## src/rtl/debug_pkg.sv

```systemverilog
// Shared types and constants for the debug snapshot transmitter.
// Latency: n/a (package only).
// Backpressure: n/a.
//
// Contents: FSM state enum, frame header byte, snapshot geometry, byte-index width.
package debug_pkg;

  typedef enum logic [2:0] {
    IDLE,
    HDR,
    DATA,
    CSUM,
    DONE
  } dbg_state_e;

  localparam logic [7:0] DBG_HEADER = 8'hA5;
  localparam int         DBG_NWORDS = 9;
  localparam int         DBG_NBYTES = 36;
  localparam int         DBG_IDX_W  = 6;

endpackage

```

## src/rtl/snapshot_buffer.sv

```systemverilog
// Capture registers for one pipeline snapshot plus a byte selector for read-out.
// Latency: capture on the edge where capture_i=1; byte_o is combinational from idx_i.
// Backpressure: none; the caller holds idx_i steady while a byte is stalled.
//
// Ports:
//   clk, reset  : clock, synchronous active-low reset (clears the buffer)
//   capture_i   : load snap_i into the buffer
//   snap_i      : concatenated taps, word 0 in the most significant position
//   idx_i       : byte index, 0 = MSB of word 0
//   byte_o      : selected byte
module snapshot_buffer
  import debug_pkg::*;
#(
  parameter int B = 32
) (
  input  logic                     clk,
  input  logic                     reset,
  input  logic                     capture_i,
  input  logic [DBG_NWORDS*B-1:0]  snap_i,
  input  logic [DBG_IDX_W-1:0]     idx_i,
  output logic [7:0]               byte_o
);

  localparam int NBYTES = DBG_NWORDS * B / 8;

  // Viewing the flat snapshot as bytes puts the first transmitted byte at the
  // top index, so the selector just counts down from NBYTES-1.
  logic [NBYTES-1:0][7:0] buf_q;
  logic [DBG_IDX_W-1:0]   sel;

  always_ff @(posedge clk) begin
    if (!reset) begin
      buf_q <= '0;
    end else if (capture_i) begin
      buf_q <= snap_i;
    end
  end

  assign sel    = DBG_IDX_W'(NBYTES - 1) - idx_i;
  assign byte_o = buf_q[sel];

endmodule

```

## src/rtl/debug_snapshot_tx.sv

```systemverilog
// Captures a pipeline snapshot on request and streams it as HEADER + data bytes (+ XOR checksum).
// Latency: header presented from the edge that samples snap_req; one byte per accepted handshake.
// Backpressure: tx_ready low holds state and tx_data; pipe_hold stalls the pipeline while busy.
//
// Ports:
//   clk, reset              : clock, synchronous active-low reset (aborts any frame)
//   snap_req                : snapshot request, sampled only in IDLE
//   pc_if..reg_20           : pipeline and register-file taps (B bits each)
//   tx_data/tx_valid/tx_ready : byte stream towards the UART transmitter
//   busy, pipe_hold         : frame in progress (identical)
//   frame_done              : one-cycle pulse after the last byte is accepted
// Build option: define DBG_CHECKSUM_EN to append the XOR checksum byte to each frame.
module debug_snapshot_tx
  import debug_pkg::*;
#(
  parameter int         B      = 32,
  parameter logic [7:0] HEADER = DBG_HEADER
) (
  input  logic         clk,
  input  logic         reset,
  input  logic         snap_req,
  input  logic [B-1:0] pc_if,
  input  logic [B-1:0] instr_if,
  input  logic [B-1:0] alu_ex,
  input  logic [B-1:0] wb_data,
  input  logic [B-1:0] reg_16,
  input  logic [B-1:0] reg_17,
  input  logic [B-1:0] reg_18,
  input  logic [B-1:0] reg_19,
  input  logic [B-1:0] reg_20,
  output logic [7:0]   tx_data,
  output logic         tx_valid,
  input  logic         tx_ready,
  output logic         busy,
  output logic         pipe_hold,
  output logic         frame_done
);

  dbg_state_e           state_q, state_d;
  logic [DBG_IDX_W-1:0] idx_q, idx_d;
  logic                 capture;
  logic                 accept;
  logic                 last_byte;
  logic [7:0]           data_byte;
`ifdef DBG_CHECKSUM_EN
  logic [7:0]           csum_q, csum_d;
`endif

  snapshot_buffer #(.B(B)) u_buf (
    .clk       (clk),
    .reset     (reset),
    .capture_i (capture),
    .snap_i    ({pc_if, instr_if, alu_ex, wb_data, reg_16, reg_17, reg_18, reg_19, reg_20}),
    .idx_i     (idx_q),
    .byte_o    (data_byte)
  );

  assign accept    = tx_valid && tx_ready;
  assign last_byte = (idx_q == DBG_IDX_W'(DBG_NBYTES - 1));

  always_ff @(posedge clk) begin
    if (!reset) begin
      state_q <= IDLE;
      idx_q   <= '0;
`ifdef DBG_CHECKSUM_EN
      csum_q  <= '0;
`endif
    end else begin
      state_q <= state_d;
      idx_q   <= idx_d;
`ifdef DBG_CHECKSUM_EN
      csum_q  <= csum_d;
`endif
    end
  end

  always_comb begin
    state_d = state_q;
    idx_d   = idx_q;
    capture = 1'b0;
`ifdef DBG_CHECKSUM_EN
    csum_d  = csum_q;
`endif
    case (state_q)
      IDLE: begin
        if (snap_req) begin
          state_d = HDR;
          capture = 1'b1;
          idx_d   = '0;
`ifdef DBG_CHECKSUM_EN
          csum_d  = '0;
`endif
        end
      end
      HDR: begin
        if (accept) state_d = DATA;
      end
      DATA: begin
        if (accept) begin
`ifdef DBG_CHECKSUM_EN
          csum_d = csum_q ^ data_byte;
`endif
          if (last_byte) begin
            idx_d = '0;
`ifdef DBG_CHECKSUM_EN
            state_d = CSUM;
`else
            state_d = DONE;
`endif
          end else begin
            idx_d = idx_q + DBG_IDX_W'(1);
          end
        end
      end
`ifdef DBG_CHECKSUM_EN
      CSUM: begin
        if (accept) state_d = DONE;
      end
`endif
      DONE:    state_d = IDLE;
      default: state_d = IDLE;
    endcase
  end

  // Outputs depend on registered state only, so tx_ready never reaches tx_valid.
  always_comb begin
    tx_valid = 1'b0;
    tx_data  = 8'h00;
    case (state_q)
      HDR: begin
        tx_valid = 1'b1;
        tx_data  = HEADER;
      end
      DATA: begin
        tx_valid = 1'b1;
        tx_data  = data_byte;
      end
`ifdef DBG_CHECKSUM_EN
      CSUM: begin
        tx_valid = 1'b1;
        tx_data  = csum_q;
      end
`endif
      default: begin
        tx_valid = 1'b0;
        tx_data  = 8'h00;
      end
    endcase
  end

  assign busy       = (state_q != IDLE);
  assign pipe_hold  = busy;
  assign frame_done = (state_q == DONE);

endmodule

```

## config.mk

```make
export PLATFORM = sky130hd
export DESIGN_NAME = debug_snapshot_tx
export DESIGN_NICKNAME = d
export VERILOG_FILES = /design/src/rtl/debug_pkg.sv /design/src/rtl/snapshot_buffer.sv /design/src/rtl/debug_snapshot_tx.sv
export SDC_FILE = /design/constraint.sdc
export NUM_CORES = 1
export LEC_CHECK = 0
export ABC_AREA = 0
export CAP_MARGIN = 20
export CORE_ASPECT_RATIO = 0.9
export CORE_MARGIN = 2
export CORE_UTILIZATION = 51
export DETAILED_ROUTE_END_ITERATION = 16
export MAX_ROUTING_LAYER = met4
export PLACE_DENSITY = 0.85
export SLEW_MARGIN = 20
export SYNTH_ARGS = -nofsm -noshare
export SYNTH_HDL_FRONTEND = slang
export SYNTH_HIERARCHICAL = 1
export SYNTH_SLANG_ARGS = --single-unit
```

## constraint.sdc

```tcl
create_clock -name clk -period 3.9 [get_ports clk]
set_input_delay 0.39 -clock clk [delete_from_list [all_inputs] [get_ports clk]]
set_output_delay 0.39 -clock clk [all_outputs]
set_load 0.01 [all_outputs]
```

==> results.sh, run 1 <==
export IMPL_hold_start="reset"
export IMPL_finClkSkew_ns=0.0283
export IMPL_yosys_area_top_type="dfxtp_1"
export IMPL_dieArea_sq_mm=0.0283
export IMPL_place_area_sq_mm=0.0171
export IMPL_htree_levels=1
export IMPL_synth_xor_area_share_pct=0.637
export IMPL_crit_family="buffers and inverters"
export IMPL_synthAdderAreaFrac_pct=0.182
export IMPL_gp_congestion=0.895
export IMPL_synth_area_leaders="dfxtp_1 43%, mux2i_1 21%, nor2b_1 13%, mux4_2 12%, clkbuf_1 1.2%"
export IMPL_grt_pass1_wl_mm=55.8
export IMPL_dieWidth_microns=177
export IMPL_cp_start_kind="flop"
export IMPL_hold_depth=2
export IMPL_synth_fp_nets=1486
export IMPL_cts_root_buffer="clkbuf_16"
export IMPL_worst_slew_pin_slew_ns=0.848
export IMPL_clockBufferDepth=3
export IMPL_maxSlewViolCount=0
export IMPL_layout_nets=1754
export IMPL_relSlewSlack_pct=43.5
export IMPL_crit_top_cell="inv_1"
export IMPL_grt_max_degree=149
export IMPL_async_flop_share_pct=0
export IMPL_synth_top_family_by_area="multiplexers"
export IMPL_p_sw_mw=1.82
export IMPL_combPwrFrac_pct=16.8
export IMPL_ir_worst_vdd_uv=318
export IMPL_grt_pass1_vias=9908
export IMPL_synthCells=1192
export IMPL_die_h_microns=160
export IMPL_crit_buf_inv=4
export IMPL_wl_per_cell_microns=20.4
export IMPL_vias=9881
export IMPL_holdWs_ns=0.442
export IMPL_rrSetupSlack_ns=1.35
export IMPL_ios=304
export IMPL_gr_total_overflow=0
export IMPL_seqPwrFrac_pct=45.6
export IMPL_setup_tns_final_ns=0
export IMPL_p_leak_nw=6.81
export IMPL_synth_distinct_cells=48
export IMPL_final_cell_mix="302 x clkdlybuf4s50_1, 295 x dfxtp_1, 292 x mux2i_1"
export IMPL_hold_violations=0
export IMPL_wirelength_mm=37.2
export IMPL_p_clk_share_pct=37.6
export IMPL_fmax_mhz=267
export IMPL_intPower_mw=5.60
export IMPL_r2r_cells=5
export IMPL_synth_ff_type="dfxtp_1"
export IMPL_place_ws_ns=0.621
export IMPL_rsz0062_at_grt="no"
export IMPL_required_ns=3.51
export IMPL_synth_warnings=6
export IMPL_stdcell_area_sq_mm=0.0181
export IMPL_clock_sinks=297
export IMPL_clkTransAtPathRegs_ns=0.07
export IMPL_synth_edf_count=0
export IMPL_netlist_area_sq_mm=0.0137
export IMPL_reg2reg_to="u_buf/buf_q[118]"
export IMPL_setup_ws_ns=0.150
export IMPL_port_buffers=303
export IMPL_drtIter0Drc=715
export IMPL_hpwlAfterDp_mm=26.6
export IMPL_yosys_mux_area_fraction_pct=34.6
export IMPL_cp_slowest_cell="clkdlybuf4s50_1"
export IMPL_drv_cap=0
export IMPL_avgSynthCellArea_sq_um=11.5
export IMPL_r2r_start="state_q[0]"
export IMPL_clk_latency_ns=0.57
export IMPL_fin_crit_ns=3.75
export IMPL_p_sw_share_pct=24.5
export IMPL_ant_nets=0
export IMPL_synth_seq_area_share_pct=43.3
export IMPL_p_per_area_mw_per_mm2=410
export IMPL_crit_fanout=11
export IMPL_area_growth_pct=31.6
export IMPL_final_common_cell="clkdlybuf4s50_1"
export IMPL_cts_tree="done"
export IMPL_arrival_ns=3.36
export IMPL_end_kind="output port"
export IMPL_status="complete, no violations"
export IMPL_cts_buffers=30
export IMPL_critPathKind="flop to output port"
export IMPL_ys_ff_latch=297
export IMPL_fin_crit_sh_pct=96.1
export IMPL_synth_top_area_share_pct=43.3
export IMPL_slowest_delay_ns=0.52
export IMPL_num_rows=56
export IMPL_setup_viol=0
export IMPL_hold_class="primary input to flop"
export IMPL_grt_usage_pct=26.0
export IMPL_core_sq_mm=0.0263
export IMPL_antenna_found_initial=0
export IMPL_ctsHoldBuffers=0
export IMPL_antenna_cells=0
export IMPL_synth_simple_area_share_pct=16.5
export IMPL_firstDrtPassIters=5
export IMPL_synth_compound_area_share_pct=1.73
export IMPL_drive_above_1_share_pct=11.2
export IMPL_post_drt_via_cell_ratio=5.41
export IMPL_hold_end="idx_q[1]"
export IMPL_initial_core_util_pct=52.3
export IMPL_cp_cell_sequence="inv_1, ha_1, inv_1, buf_12, mux4_2, nor2_1, a31oi_1, and2_1, clkdlybuf4s50_1"
export IMPL_drc=0
## cell type report
| type | instances | area [sq um] |
|---|---|---|
| clock buffer | 43 | 870 |
| clock inverter | 8 | 76.3 |
| timing repair buffer | 326 | 3340 |
| multi-input combinational | 800 | 7390 |
| fill | 1958 | 8190 |
| sequential | 297 | 5950 |
| inverter | 5 | 18.8 |
| tap | 348 | 435 |
## per-layer routing
layer,up-vias,track usage (%),routed length (microns)
met1,4767,33.9,16100
met3,57,4.55,2320
met4,0,6.01,841
li1,4722,-,-
met2,335,42.2,17900
met5,-,-,0
## Yosys cell counts (2+ instances only)
cell type and count:
nand3b_1 2, mux2_1 3, buf_6 3, nand2b_1 4, nand3_1 19, nor3b_1 2, clkbuf_1 43, buf_2 16
nor3_1 7, a21o_1 4, buf_1 22, mux2i_1 292, nor2b_1 289, mux2_2 10, a221oi_1 4, dfxtp_1 297
nand2_1 17, buf_4 6, ha_1 2, a31oi_1 4, and2_1 5, xnor2_1 6, a32o_1 2, nor4_2 2
a21boi_1 2, xor2_1 4, inv_1 5, o21ai_1 3, a21oi_1 8, nand4_1 2, mux4_2 74, nor2_1 17
## state kept, by name (all words and copies together), names as in the netlist
register,count
idx_q,6
state_q,3
u_buf/buf_q,288
## how the worst max path moves through the flow
stage                  start         end  slack [ns]  cells past startpoint
floorplan           idx_q[2]  tx_data[4]        0.92                     10
global placement    idx_q[0]  tx_data[7]        0.66                      8
detailed placement  idx_q[0]  tx_data[7]        0.62                      8
CTS                 idx_q[0]  tx_data[7]       0.003                      8
global route        idx_q[3]  tx_data[2]        0.02                     10
finish              idx_q[3]  tx_data[4]        0.15                      9
## logic make-up (layout without fill, tap and decap cells)
kind of cell	Yosys count	after routing
adder cells (fa/ha/maj)	2	2
multiplexers	380	380
XOR/XNOR	10	10
AND/OR/NAND/NOR	374	374
buffers and inverters	95	382
flip-flops	297	297
AO/OA/AOI/OAI	34	34
## power by group through the flow
stage | Clock (mW) | Combinational (mW) | Sequential, mW
4_1_cts | 2.84 | 1.23 | 3.38
3_5_place_dp | 0 | 1.22 | 3.45
2_1_floorplan | 0 | 0.772 | 3.38
5_1_grt | 2.96 | 1.33 | 3.40
3_3_place_gp | 0 | 1.20 | 3.44
6_report | 2.79 | 1.25 | 3.38
## through the flow
stage	power (mW)	instances	utilization, %
2_1_floorplan	4.15	1192	-
3_3_place_gp	4.64	1775	65.1
3_5_place_dp	4.67	1775	65.1
4_1_cts	7.45	1826	68.7
5_1_grt	7.69	1827	68.8
6_report	7.42	1827	68.8
## repair_timing
| item | 4_1_cts | 5_1_grt |
|---|---|---|
| endpoints found under the setup margin | 0 | 6 |
| gates resized for setup | 0 | 3 |
| setup buffers | 0 | 1 |
Note: power is estimated with default switching activity, not from simulation.
==> inputs of run 2 (changes only) <==
--- a/config.mk
+++ b/config.mk
@@ -6,13 +6,12 @@
 export NUM_CORES = 1
 export LEC_CHECK = 0
 export ABC_AREA = 0
-export CAP_MARGIN = 20
 export CORE_ASPECT_RATIO = 0.9
 export CORE_MARGIN = 2
-export CORE_UTILIZATION = 51
+export CORE_UTILIZATION = 45
 export DETAILED_ROUTE_END_ITERATION = 16
 export MAX_ROUTING_LAYER = met4
-export PLACE_DENSITY = 0.85
+export PLACE_DENSITY = 0.76
 export SLEW_MARGIN = 20
 export SYNTH_ARGS = -nofsm -noshare
 export SYNTH_HDL_FRONTEND = slang
==> results.sh, run 2 (synthesized netlist as in run 1, its figures left out) <==
export IMPL_ant_nets=0
export IMPL_fin_crit_ns=3.73
export IMPL_crit_buf_inv=2
export IMPL_hpwlAfterDp_mm=26.5
export IMPL_post_drt_via_cell_ratio=5.15
export IMPL_worst_path_stages=8
export IMPL_cp_slowest_cell="dfxtp_4"
export IMPL_clk_latency_ns=0.57
export IMPL_vias=9744
export IMPL_end_kind="output port"
export IMPL_setup_tns_final_ns=0
export IMPL_clockBufferDepth=3
export IMPL_port_buffers=303
export IMPL_grt_max_degree=135
export IMPL_maxSlewViolCount=0
export IMPL_area_growth_pct=32.5
export IMPL_arrival_ns=3.34
export IMPL_cp_cell_sequence="buf_12, mux4_2, mux4_2, o21ai_1, a21oi_1, nand2_1, a21oi_1, clkdlybuf4s50_1"
export IMPL_gr_total_overflow=0
export IMPL_p_leak_nw=6.83
export IMPL_hold_class="primary input to flop"
export IMPL_wirelength_mm=36.8
export IMPL_cp_start_kind="flop"
export IMPL_ios=304
export IMPL_num_rows=60
export IMPL_fin_crit_sh_pct=95.7
export IMPL_firstDrtPassIters=4
export IMPL_finClkSkew_ns=0.0179
export IMPL_r2r_cells=5
export IMPL_worst_slew_pin_slew_ns=1.00
export IMPL_setup_viol=0
export IMPL_rrSetupSlack_ns=1.40
export IMPL_cts_root_buffer="clkbuf_16"
export IMPL_die_h_microns=170
export IMPL_layout_nets=1753
export IMPL_p_per_area_mw_per_mm2=421
export IMPL_slowest_delay_ns=0.55
export IMPL_drtIter0Drc=619
export IMPL_crit_fanout=20
export IMPL_relSlewSlack_pct=33.1
export IMPL_reg_top3="u_buf/buf_q: 288 flops, idx_q: 6 flops, state_q: 3 flops"
export IMPL_initial_core_util_pct=45.9
export IMPL_grt_pass1_vias=9858
export IMPL_clock_sinks=297
export IMPL_grt_usage_pct=23.2
export IMPL_power_mw=7.66
export IMPL_critPathKind="flop to output port"
export IMPL_core_sq_mm=0.0300
export IMPL_drc=0
export IMPL_reg2reg_to="u_buf/buf_q[78]"
export IMPL_wl_per_cell_microns=19.4
export IMPL_drive_above_1_share_pct=11.5
export IMPL_drv_cap=0
export IMPL_grt_pass1_wl_mm=56.0
export IMPL_largest_register="u_buf/buf_q"
export IMPL_r2r_start="state_q[0]"
export IMPL_cts_buffers=31
export IMPL_hold_violations=0
export IMPL_startpoint="idx_q[0]"
export IMPL_cts_tree="done"
export IMPL_final_common_cell="clkdlybuf4s50_1"
export IMPL_largest_register_ffs=288
export IMPL_status="complete, no violations"
export IMPL_clkTransAtPathRegs_ns=0.06
export IMPL_dieArea_sq_mm=0.0320
export IMPL_rsz0062_at_grt="no"
export IMPL_post_cts_buffers=0
export IMPL_htree_levels=1
export IMPL_crit_family="multiplexers"
export IMPL_ir_worst_vdd_uv=348
export IMPL_gp_congestion=0.872
export IMPL_endpoint="tx_data[0]"
export IMPL_ctsHoldBuffers=0
export IMPL_dieWidth_microns=188
export IMPL_antenna_found_initial=3
export IMPL_required_ns=3.51
export IMPL_fmax_mhz=268
export IMPL_final_cell_mix="302 x clkdlybuf4s50_1, 295 x dfxtp_1, 292 x mux2i_1"
[run 2: layout make-up]
class	instances	area [sq um]
Inverter	5	18.8
Sequential cell	297	5950
Tap cell	403	504
Clock buffer	39	856
Timing Repair Buffer	324	3270
Clock inverter	18	209
Fill cell	2418	11700
Multi-Input combinational cell	800	7390
Antenna cell	5	12.5
[run 2: timing repair]
| action | CTS | global route |
|---|---|---|
| resized for setup | 0 | 1 |
| hold endpoints to repair | 0 | 0 |
| setup endpoints to repair | 0 | 2 |
[run 2: worst min path at each step]
stage | cells after the start | slack, ns | start | to
floorplan | 2 | 0.48 | u_buf/buf_q[34] | u_buf/buf_q[34]
global placement | 2 | 0.49 | u_buf/buf_q[78] | u_buf/buf_q[78]
global route | 2 | 0.40 | reset | u_buf/buf_q[3]
CTS | 2 | 0.36 | reset | u_buf/buf_q[9]
detailed placement | 2 | 0.50 | u_buf/buf_q[70] | u_buf/buf_q[70]
finish | 2 | 0.37 | reset | u_buf/buf_q[22]
[run 2: per-stage QoR]
step	hold WS (ns)	cell area (sq um)	setup WS [ns]	utilization (%)	cells
global route	0.396	18200	0.00499	60.8	1889
finish	0.372	18200	0.168	60.8	1891
floorplan	0.477	13700	0.917	-	1192
global placement	0.491	17100	0.743	57.2	1829
CTS	0.357	18200	0.133	60.7	1886
detailed placement	0.502	17100	0.737	57.2	1829
[run 2: metal layers]
layer  GRT usage, %  part of all wire, %
met1           30.8                   45
met2           36.5                   46
met3           4.11                  6.4
met4           6.47                  2.5
met5              -                    0
[run 2: where the power goes]
part           internal (mW)  switching, mW
Sequential              3.25          0.128
Combinational          0.750          0.483
Clock                   1.82           1.24
Total                   5.82           1.85
